### src/rtl/neuro_pkg.sv
// rtl/neuro_pkg.sv - shared constants and helpers for the spiking-neuron datapath
package neuro_pkg;

   localparam int N_CH_DEF     = 3;
   localparam int WIN_LOG2_DEF = 8;
   localparam int CNT_W_DEF    = 8;
   localparam int SAT_W        = 32;

   // Callers zero-extend into SAT_W and pass their own all-ones ceiling.
   function automatic logic [SAT_W-1:0] sat_inc(input logic [SAT_W-1:0] value,
                                                input logic             inc,
                                                input logic [SAT_W-1:0] max_val);
      if (inc && (value < max_val)) begin
         sat_inc = value + SAT_W'(1);
      end else begin
         sat_inc = value;
      end
   endfunction

endpackage

### src/rtl/spike_edge_counter.sv
// rtl/spike_edge_counter.sv - rising-edge detect plus saturating per-window counter
module spike_edge_counter
   import neuro_pkg::*;
#(
   parameter int CNT_W = CNT_W_DEF
) (
   input  logic             clk,
   input  logic             rst,
   input  logic             en,
   input  logic             spike_in,
   input  logic             win_end,
   output logic [CNT_W-1:0] load_val
);

   localparam logic [CNT_W-1:0] CNT_MAX = '1;

   logic             spike_prev_q, spike_prev_d;
   logic [CNT_W-1:0] cnt_q, cnt_d;
   logic             edge_det;
   logic [SAT_W-1:0] inc_full;
   logic             sat_hi_unused;

   // load_val already includes an edge landing in the closing cycle.
   always_comb begin
      spike_prev_d  = spike_in;
      edge_det      = spike_in & ~spike_prev_q;
      inc_full      = sat_inc(SAT_W'(cnt_q), edge_det, SAT_W'(CNT_MAX));
      load_val      = inc_full[CNT_W-1:0];
      sat_hi_unused = ^inc_full[SAT_W-1:CNT_W];
      cnt_d         = cnt_q;
      if (en) begin
         cnt_d = win_end ? '0 : load_val;
      end
   end

   always_ff @(posedge clk or posedge rst) begin
      if (rst) begin
         spike_prev_q <= 1'b0;
         cnt_q        <= '0;
      end else begin
         spike_prev_q <= spike_prev_d;
         cnt_q        <= cnt_d;
      end
   end

endmodule

### src/rtl/spike_rate_decoder.sv
// rtl/spike_rate_decoder.sv - windowed spike-rate decoder with valid/ready result register
module spike_rate_decoder
   import neuro_pkg::*;
#(
   parameter int N_CH     = N_CH_DEF,
   parameter int WIN_LOG2 = WIN_LOG2_DEF,
   parameter int CNT_W    = CNT_W_DEF
) (
   input  logic                  clk,
   input  logic                  rst,
   input  logic                  en,
   input  logic [N_CH-1:0]       spike_in,
   output logic [N_CH*CNT_W-1:0] rate_data,
   output logic                  rate_valid,
   input  logic                  rate_ready,
   output logic                  overrun,
   input  logic                  clr_overrun
);

   localparam logic [WIN_LOG2-1:0] WIN_LAST = '1;

   logic [WIN_LOG2-1:0]   win_cnt_q, win_cnt_d;
   logic [N_CH*CNT_W-1:0] rate_data_q, rate_data_d;
   logic                  rate_valid_q, rate_valid_d;
   logic                  overrun_q, overrun_d;
   logic [N_CH*CNT_W-1:0] load_bus;
   logic                  win_end;
   logic                  xfer;

   assign win_end = en && (win_cnt_q == WIN_LAST);

   for (genvar g = 0; g < N_CH; g++) begin : g_ch
      spike_edge_counter #(
         .CNT_W (CNT_W)
      ) u_cnt (
         .clk      (clk),
         .rst      (rst),
         .en       (en),
         .spike_in (spike_in[g]),
         .win_end  (win_end),
         .load_val (load_bus[g*CNT_W +: CNT_W])
      );
   end

   // A window end always wins over a transfer so a fresh result is never lost.
   always_comb begin
      xfer         = rate_valid_q && rate_ready;
      win_cnt_d    = en ? (win_cnt_q + WIN_LOG2'(1)) : win_cnt_q;
      rate_data_d  = win_end ? load_bus : rate_data_q;
      rate_valid_d = rate_valid_q;
      if (win_end) begin
         rate_valid_d = 1'b1;
      end else if (xfer) begin
         rate_valid_d = 1'b0;
      end
      overrun_d = overrun_q;
      if (clr_overrun) begin
         overrun_d = 1'b0;
      end
      if (win_end && rate_valid_q && !rate_ready) begin
         overrun_d = 1'b1;
      end
   end

   always_ff @(posedge clk or posedge rst) begin
      if (rst) begin
         win_cnt_q    <= '0;
         rate_data_q  <= '0;
         rate_valid_q <= 1'b0;
         overrun_q    <= 1'b0;
      end else begin
         win_cnt_q    <= win_cnt_d;
         rate_data_q  <= rate_data_d;
         rate_valid_q <= rate_valid_d;
         overrun_q    <= overrun_d;
      end
   end

   assign rate_data  = rate_data_q;
   assign rate_valid = rate_valid_q;
   assign overrun    = overrun_q;

endmodule
### config.mk
export PLATFORM = sky130hd
export DESIGN_NAME = spike_rate_decoder
export DESIGN_NICKNAME = d
export VERILOG_FILES = /design/src/rtl/neuro_pkg.sv /design/src/rtl/spike_edge_counter.sv /design/src/rtl/spike_rate_decoder.sv
export SDC_FILE = /design/constraint.sdc
export NUM_CORES = 1
export LEC_CHECK = 0
export ABC_AREA = 1
export CAP_MARGIN = 20
export CORE_MARGIN = 3
export CORE_UTILIZATION = 50
export DETAILED_ROUTE_END_ITERATION = 10
export GPL_ROUTABILITY_DRIVEN = 0
export GPL_TIMING_DRIVEN = 1
export PLACE_DENSITY = 0.77
export SYNTH_ARGS = -nofsm -noshare
export SYNTH_HDL_FRONTEND = slang
export SYNTH_HIERARCHICAL = 1
export SYNTH_SLANG_ARGS = --single-unit
### constraint.sdc
create_clock -name clk -period 2.7 [get_ports clk]
set_input_delay 0.54 -clock clk [delete_from_list [all_inputs] [get_ports clk]]
set_output_delay 0.54 -clock clk [all_outputs]
set_load 0.01 [all_outputs]
### Word-level counts from Yosys, hierarchy flattened

Index checks and enable logic that the tools add are counted.

* memories kept: 0
* logic and storage cells: 44
* latch bits: 0
* input port bits: 8
* memory bits (writable): 0
* register bits: 61
* output and inout bits: 26
* ROM bits: 0

* div/mod/pow operators: 0
* equality and inequality tests: 1
* reduce and logical (&&, ||, !) cells: 10
* order comparisons: 3
* multipliers: 0
* multiplexer cells: 10
* shifts and indexed selects: 0
* bitwise operators: 6
* add/sub/neg operators: 4

Operators by type and width (count)
* $mux 8: 6
* $add 8x1->8 const B: 4
* $lt 8x8->1 const B: 3
* $eq 8x8->1 const B: 1
* $logic_and 1x1->1: 7
* $mux 1: 4
* $reduce_bool 2->1: 2
* $and 1x1->1: 3
* $not 1->1: 3
* $logic_not 1->1: 1

### Depth between registers and ports, before layout

Gate-level depths: netlist of the first run.

* word-level depth: 5
* depth in mapped cells: 10
* depth with buffers taken out: 9

### Cells and area by module

Netlist of the first run, hierarchy kept.

By module, submodules not included
* spike_edge_counter: area an instance 656.9 µm², cells each 90, instances 3, sequential area each 225.2 µm²
* spike_rate_decoder: area an instance 1473.9 µm², cells each 165, instances 1, sequential area each 850.8 µm²

### Worst setup path before layout of the first run

Ideal clock, no wire load.

* path type: reg2reg
* start point: register win_cnt_q[0]
* end point: register g_ch[0].u_cnt.cnt_q[4]
* clock period less this slack: 1.580 ns
* cell stages (with the launch flop): 10
* slack: 1.120 ns
* library setup time: 0.121 ns
* arrival time: 1.459 ns
* data required time: 2.579 ns
* buffers on the path: 1
* cells stage by stage: dfrtp_1 -> ha_1 -> nand3_2 -> nor2_8 -> nand2_4 -> buf_6 -> inv_2 -> nor2_8 -> nand3_1 -> o21ai_1

* longest elaborated chain between the ends: 3

Ends and longest elaborated chain
* start, declared: RTL line spike_rate_decoder.sv:22 `logic [WIN_LOG2-1:0] win_cnt_q, win_cnt_d;`
* start signal, assigned: RTL line spike_rate_decoder.sv:72 `win_cnt_q <= win_cnt_d;`
* $eq 8x8->1: RTL line spike_rate_decoder.sv:30 `assign win_end = en && (win_cnt_q == WIN_LAST);`
* $logic_and 1x1->1: RTL line spike_rate_decoder.sv:30
* $mux 8: RTL line spike_edge_counter.sv:32 `cnt_d = win_end ? '0 : load_val;`
* end signal, assigned: RTL line spike_edge_counter.sv:42 `cnt_q <= cnt_d;`
* end, declared: RTL line spike_edge_counter.sv:18 `logic [CNT_W-1:0] cnt_q, cnt_d;`

No other way between the ends.
A chain may end at the register's enable or synchronous reset.

### Final worst setup path of the first run

* start point: input en
* end point: register g_ch[1].u_cnt.cnt_q[1]

* longest elaborated chain between the ends: 2

Ends and longest elaborated chain
* start, declared: RTL line spike_rate_decoder.sv:11 `input logic en,`
* $logic_and 1x1->1: RTL line spike_rate_decoder.sv:30
* $mux 8: RTL line spike_edge_counter.sv:32
* end signal, assigned: RTL line spike_edge_counter.sv:42
* end, declared: RTL line spike_edge_counter.sv:18

Several ways; a longest one is shown, not always the timed one.

==> results of run 1 <==
## worst paths after layout
| check | endpoint | slack [ns] | startpoint | depth (start not counted) |
|---|---|---|---|---|
| max | g_ch[1].u_cnt/cnt_q[1]$_DFFE_PP0P_ | 0.86 | en | 8 |
| min | rate_data[15]$_DFFE_PP0P_ | 0.48 | rate_data[15]$_DFFE_PP0P_ | 2 |
| max reg2reg | g_ch[1].u_cnt/cnt_q[1]$_DFFE_PP0P_ | 0.97 | win_cnt_q[0]$_DFFE_PP0P_ | 8 |
| min reg2reg | rate_data[15]$_DFFE_PP0P_ | 0.48 | rate_data[15]$_DFFE_PP0P_ | 2 |
| max in group asynchronous | rate_data[11]$_DFFE_PP0P_ | 1.50 | rst | 3 |
| min in group asynchronous | rate_data[23]$_DFFE_PP0P_ | 0.54 | rst | 2 |
## routing by layer
layer	part of all wire [%]	GRT usage, %
met5	0	0
met4	0.055	5.28
met3	4.1	4.42
met2	49	34.5
met1	47	25.6
## final cells by class
type	instances	area, sq um	area share, %
sequential	61	1530	37.7
clock inverter	4	70.1	1.73
tap	77	96.3	2.38
inverter	59	221	5.47
timing repair buffer	37	360	8.91
clock buffer	12	155	3.84
multi-input combinational	306	1620	39.9
## layout by cell type, fill, tap and decap left out, types with 4 or more instances in the layout
cell type        count
and2_1              18
buf_4                4
clkbuf_8            11
clkdlybuf4s50_1     33
dfrtp_1             61
ha_1                 4
inv_1               58
nand2_1            146
nand2_2              9
nand3_1             61
nand3_2             13
nand4_1             13
nor2_1               6
nor2_2               9
nor2_8               4
o21ai_1             10
## power by group through the flow
stage               Sequential, mW  Clock [mW]  Combinational, mW
global route                  1.17       0.991              0.549
CTS                           1.16       0.947              0.482
floorplan                     1.14           0              0.389
global placement              1.17           0              0.461
finish                        1.16       0.927              0.477
detailed placement            1.17           0              0.482
## state kept, by name, summed over array words and instances (netlist names)
signal / count
win_cnt_q: 8
rate_data: 24
g_ch.u_cnt/cnt_q: 24
g_ch.u_cnt/spike_prev_q: 3
overrun: 1
rate_valid: 1
## through the flow
step,instance area [sq um],hold WS (ns),std cells,worst slack (ns)
final,4050,0.477,556,0.863
after global routing,4050,0.485,556,0.788
after CTS,4050,0.477,556,0.860
after detailed placement,3820,0.462,540,0.515
after global placement,3820,0.456,540,0.578
after floorplan,3440,0.368,435,1.12
## worst max-delay path, delay by kind of cell
family          cells  cell delay, ns
buf+inv             2            0.79
simple gates        5            0.64
compound gates      1            0.07
## cell families (layout without fill, tap and decap cells)
kind of cell	Yosys count	count (layout)	synth area share, %
xor gates and xnor gates	2	2	0.509
buffers and inverters	68	112	8.79
AOI/OAI and AO/OA	14	14	2.36
adders and majority gates	4	4	1.45
and+or+nand+nor	285	285	42.2
muxes	1	1	0.327
DFF	61	61	44.3
==> metrics.txt, run 1 <==
status finished clean; CP most frequent cell nor2_8; syn_nets about 450; yosys warns 6; largest cells by area after synthesis dfrtp_1, nand2_1, nand3_1; area share of the largest cell type after synthesis between 40% and 50%; largest net degree at the start of global routing 30; # nets final between 400 and 500; min Tclk post-route ~1.8 ns; core area between 0.006 and 0.007 sq mm; Worst-Skew Late Latency about 0.33 ns; Critical Path Source Type input pin; combinational power share a little under a fifth; Row Count 29; RSZ-0062 raised after global routing false; number of hold buffers added after cts 0; Worst slew margin 74.4%; Starting Density between 50% and 60%; Crit Path Max Fanout 26; I/O pin count 34; initial antenna violation count 0; Final Max Slew Viols 0; fmax around 540 MHz; Synth area leader dfrtp_1; cell internal pwr 1.79 mW; Req. time, crit path around 2.9 ns; final period utilization 68.0%; total track usage about a fifth; final number of setup-violating endpoints 0; maximum level of the CTS H-tree 3; Critical Path End Type register; critical-path cell list clkdlybuf4s50_1 > nand3_2 > nor2_8 > nand2_4 > inv_2 > nor2_8 > nand3_1 > o21ai_1; #FFs+latches synth about 60; vias per inst 5.20; Fillers about 550; Yosys cell types 25; number of flops mapped to enable cells by yosys 0; clock root buffer master clkbuf_8; grt ovf 0; CTS tree built; Clk network pwr share around 36%; Pwr Density ~630 mW/mm^2; post_cts resized 0; ANT cells 0; Pleak 2.15 nW; vias in the first global route approximately 2700; post-layout util ~62%; Post-synth top cells nand2_1, dfrtp_1, nand3_1; CTS Sinks 61; VDD IR max between 0.2 and 0.3 mV; asr flop ratio synth 100%; wire length of the first global-routing pass around 12000 um; Hold WC Path Type reg2reg; DR DRC count 0; area delta synth->final 17.4%; Bufs on Longest Clock Path 2; die footprint between 0.007 and 0.008 sq mm; Die Y a little under 90 um; Slowest-stage cell, CP clkdlybuf4s50_1; wire per inst approximately 13 um; CP arrival around 2 ns; cell count after synthesis between 400 and 500; Flop pwr share a little under half; TritonCTS buffer count 9; CP max stage delay 0.51 ns; I/O Buffers 33; switching share of total power around 30%; syn_area_per_cell between 7 and 8 sq um; Worst Max-Slew Pin Slew about 0.38 ns; Pwr Total roughly 2.6 mW; DRT iter0 DRCs roughly 140; drt pass-1 iters 5; Routed Antenna Nets 0; layout cell share with drive strength beyond 1 between 10% and 20%; dominant synthesized flop cell dfrtp_1; most frequent cell after synthesis nand2_1; Clock Skew approximately 0.0090 ns; maxcap violations 0; Die Wd 89 um; Netlist Area Pre-Place about 0.0034 sq mm; DR vias 2889; detailed placement HPWL 5200 um; clock transition at the registers of the reported paths ~0.070 ns; critical path type in2reg; total wire length just over 7000 um; Psw between 700 and 800 uW; Hold Vio Cnt, Final 0; register area share after synthesis between 40 and 50%; Final TNS setup 0 ns; post-CTS setup buffers 0
Power figures use the tool's default switching activity.
==> run 2: changes to the inputs <==
Clock period 2.7 ns to 1.74 ns, I/O delays scaled along.
==> metrics.txt, run 2 (same netlist as run 1, synthesis figures left out) <==
FF/Latch Area between 0.0015 and 0.002 sq mm; wire length of the first global-routing pass 12600 um; clock root buffer master clkbuf_8; min Tclk post-route around 1.6 ns; Worst slew margin between 70% and 80%; CTS Sinks 61; I/O pin count 34; TritonCTS buffer count 9; largest net degree at the start of global routing 27; ANT cells 0; core area roughly 0.0065 sq mm; final period utilization between 90 and 100%; maximum level of the CTS H-tree 3; total track usage 20.8%; grt ovf 0; Critical Path Source Type register; Slowest-stage cell, CP clkdlybuf4s50_1; vias per inst a little over 5; Worst-Skew Late Latency around 0.35 ns; fmax 615 MHz; final number of setup-violating endpoints 0; Pwr Density between 900 and 1000 mW/mm^2; Die Y roughly 90 um; Req. time, crit path 1.39 ns; I/O Buffers 33; DRT iter0 DRCs roughly 140; r2r endpoint rate_data[2]$_DFFE_PP0P_; # nets final 502; number of hold buffers added after cts 0; Starting Density around 53%; status finished clean; critical-path cell list clkdlybuf4s50_1; Pwr Total 4.01 mW; Critical Path End Type primary output; Multi-input gate area ~0.0016 sq mm; R2R Setup Slk about 0.15 ns; vias in the first global route ~2800; die footprint between 0.007 and 0.008 sq mm; Routed Antenna Nets 0; initial antenna violation count 0; Hold WC Path Type in2async; FF-to-FF Start g_ch[0].u_cnt/cnt_q[1]$_DFFE_PP0P_; DR DRC count 0; wire per inst about 13 um; Hold Vio Cnt, Final 0; CP max stage delay about 0.57 ns; Crit path max-delay family buffers and inverters; Bufs on Longest Clock Path 2; layout cell share with drive strength beyond 1 16.4%; critical path type reg2out; most frequent cells in the layout nand2_1, nand3_1, dfrtp_1, inv_1, clkdlybuf4s50_1; DR vias 2952; Final Max Slew Viols 0; CP arrival approximately 1.3 ns; post-layout util between 60% and 70%; Fillers approximately 550; Row Count 29; maxcap violations 0; Post-Layout Inst Area around 0.0042 sq mm; WP buf/inv 1; most common cell after layout, fill and taps aside nand2_1; Crit Path Max Fanout 2; VDD IR max 0.504 mV; area delta synth->final 21.6%; drt pass-1 iters 6; FF-to-FF path depth 8; Die Wd between 80 and 90 um; total wire length ~7500 um; detailed placement HPWL between 5000 and 6000 um; Worst Max-Slew Pin Slew ~0.38 ns; CTS tree built; final hold slack between 0.3 and 0.4 ns; post-CTS setup buffers 0; RSZ-0062 raised after global routing false; Area after DPL 0.00395 sq mm; Clock Skew between 0.01 and 0.015 ns; clock transition at the registers of the reported paths 0.07 ns; Pleak around 2.3 nW
-- run 2: cell types whose count changed in the layout (fill, tap and decap cells not counted) --
cell,delta
buf_4,+15
nand2_2,-2
nand2_4,+2
buf_12,+1
-- run 2: per-stage QoR --
| stage | setup WS, ns | TNS (ns) | std cells |
|---|---|---|---|
| 2_1_floorplan | 0.160 | 0 | 435 |
| 3_5_place_dp | -0.0871 | -1.15 | 556 |
| 5_1_grt | 0.00478 | 0 | 572 |
| 3_3_place_gp | -0.0325 | -0.280 | 556 |
| 4_1_cts | 0.0515 | 0 | 572 |
| 6_report | 0.115 | 0 | 572 |
-- run 2: layout make-up --
| cell class | instances | share of cell area [%] |
|---|---|---|
| Clock buffer | 12 | 3.70 |
| Clock inverter | 4 | 1.67 |
| Inverter | 59 | 5.29 |
| Multi-Input combinational cell | 306 | 38.8 |
| Sequential cell | 61 | 36.5 |
| Tap cell | 77 | 2.30 |
| Timing Repair Buffer | 53 | 11.8 |
-- run 2: what timing repair did --
item | 4_1_cts | 5_1_grt
setup endpoints to repair | 0 | 12
resized for setup | 0 | 2
endpoints found under the hold margin | 0 | 0
-- run 2: power by group --
part,leakage [nW],internal (mW),switching [mW],total [mW]
clock,0.116,0.880,0.550,1.43
sequential,0.806,1.60,0.188,1.79
combinational,1.34,0.319,0.470,0.789
total,2.26,2.80,1.21,4.01
-- run 2: layer usage --
| layer | share of wire [%] | vias to the layer above | global-route usage (%) |
|---|---|---|---|
| met4 | 1.7 | 0 | 9.61 |
| met1 | 45 | 1391 | 25.1 |
| met2 | 49 | 61 | 35.5 |
| li1 | - | 1489 | - |
| met5 | 0 | - | 0 |
| met3 | 3.7 | 11 | 4.70 |
-- run 2: how the worst max path moves through the flow --
| stage | from | endpoint | slack, ns | cells past startpoint |
|---|---|---|---|---|
| floorplan | win_cnt_q[0]$_DFFE_PP0P_ | g_ch[0].u_cnt/cnt_q[4]$_DFFE_PP0P_ | 0.16 | 9 |
| global placement | spike_in[0] | rate_data[7]$_DFFE_PP0P_ | -0.03 | 7 |
| detailed placement | en | win_cnt_q[7]$_DFFE_PP0P_ | -0.09 | 7 |
| CTS | g_ch[0].u_cnt/cnt_q[1]$_DFFE_PP0P_ | rate_data[2]$_DFFE_PP0P_ | 0.05 | 8 |
| global route | g_ch[1].u_cnt/cnt_q[1]$_DFFE_PP0P_ | rate_data[13]$_DFFE_PP0P_ | 0.005 | 8 |
| finish | rate_data[5]$_DFFE_PP0P_ | rate_data[5] | 0.11 | 1 |
==> run 3: changes to the inputs <==
Settings changed: SLEW_MARGIN set to 20.
==> results of run 3 <==
The final DEF is identical to that of run 2; final timing and power are the same.
